<file path="src/rtl/unified_mem_arbiter_pkg.sv">
// Shared encodings for the unified instruction/data memory arbiter.
package unified_mem_arbiter_pkg;
  typedef enum logic [1:0] {IDLE = 2'b00, ACCESS = 2'b01, WAIT = 2'b10, RESP = 2'b11} state_t;
  typedef enum logic {OWN_IF = 1'b0, OWN_D = 1'b1} owner_t;
  localparam logic [2:0] IF_FUNCT3 = 3'b010;

  // Bits needed to hold LAT-1 (the value loaded into the latency counter).
  function automatic int cnt_width(input int lat);
    return (lat < 2) ? 1 : $clog2(lat);
  endfunction
endpackage

</file>
<file path="src/rtl/unified_mem_arbiter_lat_counter.sv">
// Loadable down-counter; done is high while the count sits at zero.
module lat_counter #(
  parameter int W = 2
) (
  input  logic         clk,
  input  logic         rst,
  input  logic         load,
  input  logic [W-1:0] load_val,
  input  logic         dec,
  output logic         done
);
  logic [W-1:0] cnt_q, cnt_d;

  always_comb begin
    cnt_d = cnt_q;
    if (load)                    cnt_d = load_val;
    else if (dec && cnt_q != '0) cnt_d = cnt_q - 1'b1;
  end

  always_ff @(posedge clk) begin
    if (rst) cnt_q <= '0;
    else     cnt_q <= cnt_d;
  end

  assign done = (cnt_q == '0);
endmodule

</file>
<file path="src/rtl/unified_mem_arbiter.sv">
// Arbitrates IF and load/store requests onto one single-port memory with
// fixed read latency; one transaction in flight, IF protected from starvation.
module unified_mem_arbiter
  import unified_mem_arbiter_pkg::*;
#(
  parameter int n        = 32,
  parameter int AW       = 6,
  parameter int LAT      = 2,
  parameter int MAX_WAIT = 4
) (
  input  logic          clk,
  input  logic          rst,
  input  logic          if_req,
  input  logic [AW-1:0] if_addr,
  output logic          if_gnt,
  output logic          if_rvalid,
  output logic [n-1:0]  if_rdata,
  input  logic          d_req,
  input  logic          d_we,
  input  logic [AW-1:0] d_addr,
  input  logic [n-1:0]  d_wdata,
  input  logic [2:0]    d_funct3,
  output logic          d_gnt,
  output logic          d_rvalid,
  output logic [n-1:0]  d_rdata,
  output logic          mem_en,
  output logic          mem_we,
  output logic [AW-1:0] mem_addr,
  output logic [n-1:0]  mem_wdata,
  output logic [2:0]    mem_funct3,
  input  logic [n-1:0]  mem_rdata,
  output logic          busy
);
  localparam int CW = cnt_width(LAT);
  localparam int SW = $clog2(MAX_WAIT + 1);
  localparam logic [SW-1:0] STARVE_MAX = SW'(MAX_WAIT);

  state_t        state_q, state_d;
  owner_t        owner_q, owner_d;
  logic [AW-1:0] addr_q, addr_d;
  logic          we_q, we_d;
  logic [n-1:0]  wdata_q, wdata_d;
  logic [2:0]    funct3_q, funct3_d;
  logic [SW-1:0] starve_q, starve_d;
  logic          if_gnt_q, if_gnt_d, d_gnt_q, d_gnt_d, mem_en_q, mem_en_d;
  logic          if_rvalid_q, if_rvalid_d, d_rvalid_q, d_rvalid_d, busy_q, busy_d;
  logic [n-1:0]  if_rdata_q, if_rdata_d, d_rdata_q, d_rdata_d;
  logic          if_win, d_win, cnt_load, cnt_dec, cnt_done;

  assign if_win = if_req && (!d_req || starve_q == STARVE_MAX);
  assign d_win  = d_req && !if_win;

  always_comb begin
    state_d     = state_q;
    owner_d     = owner_q;
    addr_d      = addr_q;
    we_d        = we_q;
    wdata_d     = wdata_q;
    funct3_d    = funct3_q;
    starve_d    = starve_q;
    if_rdata_d  = if_rdata_q;
    d_rdata_d   = d_rdata_q;
    if_gnt_d    = 1'b0;
    d_gnt_d     = 1'b0;
    mem_en_d    = 1'b0;
    if_rvalid_d = 1'b0;
    d_rvalid_d  = 1'b0;
    cnt_load    = 1'b0;
    cnt_dec     = 1'b0;
    case (state_q)
      IDLE: begin
        if (if_win || d_win) begin
          owner_d  = if_win ? OWN_IF : OWN_D;
          addr_d   = if_win ? if_addr : d_addr;
          we_d     = if_win ? 1'b0 : d_we;
          wdata_d  = if_win ? '0 : d_wdata;
          funct3_d = if_win ? IF_FUNCT3 : d_funct3;
          if_gnt_d = if_win;
          d_gnt_d  = d_win;
          mem_en_d = 1'b1;
          state_d  = ACCESS;
        end
        if (!if_req || if_win)                 starve_d = '0;
        else if (d_win && starve_q != STARVE_MAX) starve_d = starve_q + 1'b1;
      end
      ACCESS: begin
        if (we_q) state_d = IDLE;
        else begin
          cnt_load = 1'b1;
          state_d  = WAIT;
        end
      end
      WAIT: begin
        cnt_dec = 1'b1;
        if (cnt_done) begin
          state_d = RESP;
          if (owner_q == OWN_IF) begin
            if_rdata_d  = mem_rdata;
            if_rvalid_d = 1'b1;
          end else begin
            d_rdata_d  = mem_rdata;
            d_rvalid_d = 1'b1;
          end
        end
      end
      default: state_d = IDLE;
    endcase
    busy_d = (state_d != IDLE);
  end

  always_ff @(posedge clk) begin
    if (rst) begin
      state_q     <= IDLE;
      owner_q     <= OWN_IF;
      addr_q      <= '0;
      we_q        <= 1'b0;
      wdata_q     <= '0;
      funct3_q    <= '0;
      starve_q    <= '0;
      if_gnt_q    <= 1'b0;
      d_gnt_q     <= 1'b0;
      mem_en_q    <= 1'b0;
      if_rvalid_q <= 1'b0;
      d_rvalid_q  <= 1'b0;
      if_rdata_q  <= '0;
      d_rdata_q   <= '0;
      busy_q      <= 1'b0;
    end else begin
      state_q     <= state_d;
      owner_q     <= owner_d;
      addr_q      <= addr_d;
      we_q        <= we_d;
      wdata_q     <= wdata_d;
      funct3_q    <= funct3_d;
      starve_q    <= starve_d;
      if_gnt_q    <= if_gnt_d;
      d_gnt_q     <= d_gnt_d;
      mem_en_q    <= mem_en_d;
      if_rvalid_q <= if_rvalid_d;
      d_rvalid_q  <= d_rvalid_d;
      if_rdata_q  <= if_rdata_d;
      d_rdata_q   <= d_rdata_d;
      busy_q      <= busy_d;
    end
  end

  lat_counter #(.W(CW)) u_lat (
    .clk      (clk),
    .rst      (rst),
    .load     (cnt_load),
    .load_val (CW'(LAT - 1)),
    .dec      (cnt_dec),
    .done     (cnt_done)
  );

  assign if_gnt     = if_gnt_q;
  assign d_gnt      = d_gnt_q;
  assign if_rvalid  = if_rvalid_q;
  assign d_rvalid   = d_rvalid_q;
  assign if_rdata   = if_rdata_q;
  assign d_rdata    = d_rdata_q;
  assign mem_en     = mem_en_q;
  assign mem_we     = mem_en_q & we_q;
  assign mem_addr   = addr_q;
  assign mem_wdata  = wdata_q;
  assign mem_funct3 = funct3_q;
  assign busy       = busy_q;
endmodule

</file>
<file path="config.mk">
export PLATFORM = sky130hd
export DESIGN_NAME = unified_mem_arbiter
export DESIGN_NICKNAME = d
export VERILOG_FILES = /design/src/rtl/unified_mem_arbiter_pkg.sv /design/src/rtl/unified_mem_arbiter_lat_counter.sv /design/src/rtl/unified_mem_arbiter.sv
export SDC_FILE = /design/constraint.sdc
export NUM_CORES = 1
export LEC_CHECK = 0
export CORE_MARGIN = 4
export CORE_UTILIZATION = 30
export DETAILED_ROUTE_END_ITERATION = 7
export PLACE_DENSITY = 0.73
export SLEW_MARGIN = 5
export SYNTH_ARGS = -nofsm -noshare
export SYNTH_HDL_FRONTEND = slang
export SYNTH_SLANG_ARGS = --single-unit
</file>
<file path="constraint.sdc">
create_clock -name clk -period 1.5 [get_ports clk]
set_clock_uncertainty 0.2 [all_clocks]
set_input_delay 0.15 -clock clk [delete_from_list [all_inputs] [get_ports clk]]
set_output_delay 0.15 -clock clk [all_outputs]
set_load 0.02 [all_outputs]
</file>
After elaboration in Yosys (flattened, before gate mapping)
Index checks and enable logic that the tools add are counted.
Widths: inputs -> output; s select.

storage, ports and cells
  register bits = 119
  output and inout bits = 112
  word-level logic and storage cells = 68
  input bits = 84

operators by class
  muxes and demuxes = 19
  add/subtract/negate cells = 2
  equality and inequality tests = 4
  reductions and logical operators = 21
  bitwise logic cells = 6

operator list
  operator             number
  $mux 32              1
  $mux 1               10
  $mux 3               3
  $mux 2               3
  $mux 6               1
  $pmux 2 s3           1
  $reduce_and 3->1     2
  $reduce_bool 2->1    3
  $reduce_or 3->1      2
  $not 1->1            5
  $logic_and 1x1->1    4
  $reduce_and 2->1     2
  $add 3x1->3 const B  1
  $eq 3x3->1 const B   1
  $logic_not 1->1      3
  $logic_or 1x1->1     3
  $ne 3x3->1 const B   1
  $eq 2x1->1 const B   1
  $eq 2x2->1 const B   1
  $logic_not 2->1      1
  $reduce_or 2->1      1
  $and 1x1->1          1
  $sub 1x1->1 const B  1

Logic depth before layout (Yosys ltp)
  word-level depth = 9
  depth in mapped cells = 6
  depth with buffers taken out = 5

Cells and area by module
From an unflattened synthesis, not the netlist that was laid out.

unflattened totals
  cells, all modules = 537
  area, all modules = 4396.7 um^2

by module, submodules not included
  module               area each (um^2)  seq. area each (um^2)  times used  cells each
  unified_mem_arbiter  4349.2            2362.3                 1           533
  lat_counter          47.5              20.0                   1           4

Worst setup path before layout
No wires, ideal clock.

  path type = register to register
  start = register starve_q[0]
  end = register funct3_q[2], in the netlist mem_funct3[2]
  setup time = 0.070 ns
  setup slack = -0.106 ns
  period minus slack after synthesis = 1.606 ns
  data required time = 1.230 ns
  arrival time = 1.336 ns
  stages on the path, launching flop included = 7
  cells stage by stage = dfxtp_1 > inv_1 > ha_1 > nand3_1 > clkbuf_1 > nand3_1 > a21oi_1

on the way
  word-level cells in the longest chain between the ends = 7

RTL lines
  item                        RTL line                    source
  start, declared             unified_mem_arbiter.sv:44   logic [SW-1:0] starve_q, starve_d;
  start signal, assigned      unified_mem_arbiter.sv:135  starve_q <= starve_d;
  $eq 3x3->1 *                unified_mem_arbiter.sv:50   assign if_win = if_req && (!d_req || starve_q == STARVE_MAX);
  $logic_or 1x1->1 *          unified_mem_arbiter.sv:50
  $logic_and 1x1->1 *         unified_mem_arbiter.sv:50
  $logic_not 1->1             unified_mem_arbiter.sv:51   assign d_win = d_req && !if_win;
  $logic_and 1x1->1           unified_mem_arbiter.sv:51
  $logic_or 1x1->1            unified_mem_arbiter.sv:72   if (if_win || d_win) begin
  $reduce_and 2->1 (no line)  n/a
  end signal, assigned        unified_mem_arbiter.sv:134  funct3_q <= funct3_d;
  end, declared               unified_mem_arbiter.sv:43   logic [2:0] funct3_q, funct3_d;

Mark *: on every way between the ends. The rest lies on a longest branch, timed or not.
A chain may end at the register's enable or synchronous reset.

Worst setup path after layout
  start = register state_q[0]
  end = register d_rdata_q[14], in the netlist d_rdata[14]

on the way
  word-level cells in the longest chain between the ends = 2

RTL lines
  item                        RTL line                    source
  start, declared             unified_mem_arbiter.sv:38   state_t state_q, state_d;
  start signal, assigned      unified_mem_arbiter.sv:129  state_q <= state_d;
  $eq 2x2->1                  unified_mem_arbiter.sv:70   case (state_q)
  $reduce_and 3->1 (no line)  n/a
  end signal, assigned        unified_mem_arbiter.sv:142  d_rdata_q <= d_rdata_d;
  end, declared               unified_mem_arbiter.sv:47   logic [n-1:0] if_rdata_q, if_rdata_d, d_rdata_q, d_rdata_d;

Every way passes these cells.

==> impl_metrics.yaml <==
outcome:
  status: "finished, violations left"
  violations: "negative setup slack"
logic_synthesis:
  ys_seq_area_frac: 0.5400
  yosysUniqueCellTypes: 31
  syn_inst: 536
  async_flop_share: 0
  netlist_area_mm2: 0.004412
  ys_seq_elements: 119
  avgSynthCellArea_um2: 8.231
  synth_nets: 622
  synth_flop_cell: "dfxtp_1"
  yosys_warnings: 0
  synth_edf_count: 0
worst_setup_path:
  start_kind: "flip-flop"
  worstPathArrival_ns: 1.77
  cp-end-kind: "flip-flop"
  reg2reg_depth: 7
  cp_max_fo: 8
  criticalPathCategory: "flip-flop to flip-flop"
  worstPathRequired_ns: 1.65
  rr_startpoint: "state_q[0]$_SDFF_PP0_"
  ff2ff_setup_slack_ns: -0.12
  r2r-end: "d_rdata[14]$_SDFFE_PP0P_"
detailed_routing:
  finalWirelength_mm: 15.46
  first_pass_iters: 4
  drt-wirelength-per-cell_um: 16.19
  vias_per_cell: 4.852
  drc_errors: 0
  via_count: 4634
  postRouteAntennaNets: 0
  drtIter0Drc: 230
cts:
  clock_latency_ns: 0.41
  cts_htree_levels: 4
  cts_buffers: 17
  cts-root-buf: "clkbuf_16"
  clk_pin_slew_worst_paths_ns: 0.06
  cts_tree: "done"
  cts_buffer_depth: 2
  cts_sinks: 119
floorplanning:
  die_y_um: 129.3
  fp.dieArea_mm2: 0.01671
  row_count: 44
  die_w_um: 129.3
  initial_core_util: 0.3047
  core_area_mm2: 0.01448
  io_pins: 196
sta:
  worst_slack_ns: -0.1195
  hold_viol: 0
  worst_slew_pin_slew_ns: 0.3750
  timing.fmax_ghz: 0.6175
  holdWs_ns: 0.1017
  rsz0062_at_grt: "true"
  setup-violations-final: 98
  min_period_over_period: 1.080
  slew_viol_final: 0
  min_period_ns: 1.619
  relSlewSlack: 0.7500
pwr:
  leakagePower_nw: 3.345
  clockPowerShare: 0.455
  p_sw_frac: 0.2622
  combPwrFrac: 0.192
  seqPwrFrac: 0.353
  max-vdd-ir-drop_mv: 0.6955
  p_per_area_mw_per_mm2: 1217
  p_sw_mw: 2.586
  power.total_mw: 9.862
  p_int_mw: 7.275
global_route:
  grt_util_all_layers: 0.1782
  grt.overflow.total: 0
  grt_pass1_wl_mm: 23.25
  first_global_vias: 4557
  antenna_found_initial: 0
  grt_max_degree: 34
job:
  maxCapViolations: 0
cells_and_area:
  fin_util: 0.5599
  area_growth_pct: 83.75
  fin_nets: 844
  n_antenna_cell: 0
  drive_gt1_frac: 0.2555
placed_design:
  gp_congestion: 0.7823
  io_buffers: 195
  post-dp-hpwl_mm: 9.344
worst_hold_path:
  hold_path_depth: 3
  hp-class: "primary input to flip-flop"
  worst_hold_path.endpoint: "we_q$_SDFFE_PP0P_"
  min_from: "d_we"
[layer usage]
layer / share of wire / track usage / wire, µm
met5: 0 / 0 / 0
met4: 0.012 / 0.06424 / 182
met3: 0.10 / 0.07296 / 1577
met1: 0.39 / 0.2004 / 6070
met2: 0.49 / 0.3043 / 7629
[cells in the final DEF, fill, tap and decap left out, drive strengths merged, types with 2 or more instances in the layout]
master         instances
nand2                133
dfxtp                119
a21oi                113
dlygate4sd2           99
clkdlybuf4s50         82
buf                   52
nand3                 42
o21ai                 42
clkbuf                24
clkdlybuf4s15         10
nor2                   8
a311oi                 6
bufinv                 5
inv                    5
clkinvlp               4
or2                    3
clkinv                 3
nand4                  2
nor4b                  2
nor3b                  2
ha                     2
[synth_stat cells (2+ instances only)]
master	number	area [µm²]
a21oi_1	113	565.5
a311oi_1	6	52.55
buf_2	12	60.06
buf_6	5	56.30
clkbuf_1	28	105.1
dfxtp_1	119	2382
ha_1	2	25.02
inv_1	5	18.77
nand2_1	133	499.2
nand3_1	42	210.2
nand4_1	2	12.51
nor2_1	7	26.28
o21ai_0	42	210.2
or2_2	3	18.77
[worst max-delay path by stage]
stage	start	end	cells past startpoint
2_1_floorplan	state_q[0]$_SDFF_PP0_	if_rdata[16]$_SDFFE_PP0P_	6
3_3_place_gp	d_req	mem_wdata[15]$_SDFFE_PP0P_	5
3_5_place_dp	if_req	mem_wdata[6]$_SDFFE_PP0P_	6
4_1_cts	state_q[0]$_SDFF_PP0_	d_rdata[14]$_SDFFE_PP0P_	6
5_1_grt	state_q[0]$_SDFF_PP0_	d_rdata[1]$_SDFFE_PP0P_	6
6_report	state_q[0]$_SDFF_PP0_	d_rdata[14]$_SDFFE_PP0P_	7
[timing repair]
| action | CTS | global route |
|---|---|---|
| resized for setup | 178 | 105 |
| hold endpoints to repair | 21 | 0 |
| hold buffers | 1 | 0 |
| setup buffers | 7 | 4 |
| pin swaps | 42 | 32 |
| cloned | 6 | 1 |
| endpoints found under the setup margin | 219 | 122 |
[critical path, stage by stage, from the launching register on]
cell and delay [ns]:
dfxtp_4 0.36, buf_6 0.13, nor4bb_4 0.29, buf_6 0.18, buf_12 0.11, buf_16 0.12
nand2_2 0.06, a21oi_2 0.12
[area by class of cell]
class / instances / area, µm²
Sequential cell: 119 / 2391
Tap cell: 184 / 230.2
Clock inverter: 12 / 198.9
Timing Repair Buffer: 248 / 2536
Multi-Input combinational cell: 367 / 2275
Inverter: 5 / 18.77
Fill cell: 1306 / 6372
Clock buffer: 20 / 456.7
[kinds of logic (layout without fill, tap and decap cells)]
family,count (synthesis),after routing,share of synthesized area
flops,119,119,0.5400
simple gates,199,199,0.2014
buf+inv,50,285,0.05445
compound gates,166,166,0.1985
fa+ha+maj,2,2,0.005671
[flip-flops by register name, indices dropped and copies added, names as in the netlist]
name / count
if_rdata: 32
state_q: 2
d_gnt: 1
d_rdata: 32
d_rvalid: 1
u_lat.cnt_q: 1
mem_funct3: 3
mem_en: 1
busy: 1
we_q: 1
starve_q: 3
mem_addr: 6
mem_wdata: 32
if_rvalid: 1
owner_q: 1
if_gnt: 1
[power groups by stage]
stage / sequential (mW) / clock [mW] / combinational (mW)
after CTS: 3.47 / 4.57 / 1.79
final: 3.48 / 4.49 / 1.89
after global routing: 3.50 / 4.72 / 2.03
after global placement: 3.54 / 0 / 1.75
after detailed placement: 3.54 / 0 / 1.75
after floorplan: 3.77 / 0 / 0.587
[stage by stage]
step                cells  cell area, µm²  setup TNS, ns  setup slack [ns]
detailed placement    907            6808         -15.47           -0.2829
global placement      907            6808         -14.27           -0.2346
global route          955            8107         -11.64           -0.2017
floorplan             536            4423         -3.073           -0.1051
CTS                   952            7804         -4.794           -0.1409
finish                955            8107         -4.662           -0.1195
(Power assumes the default switching activity.)
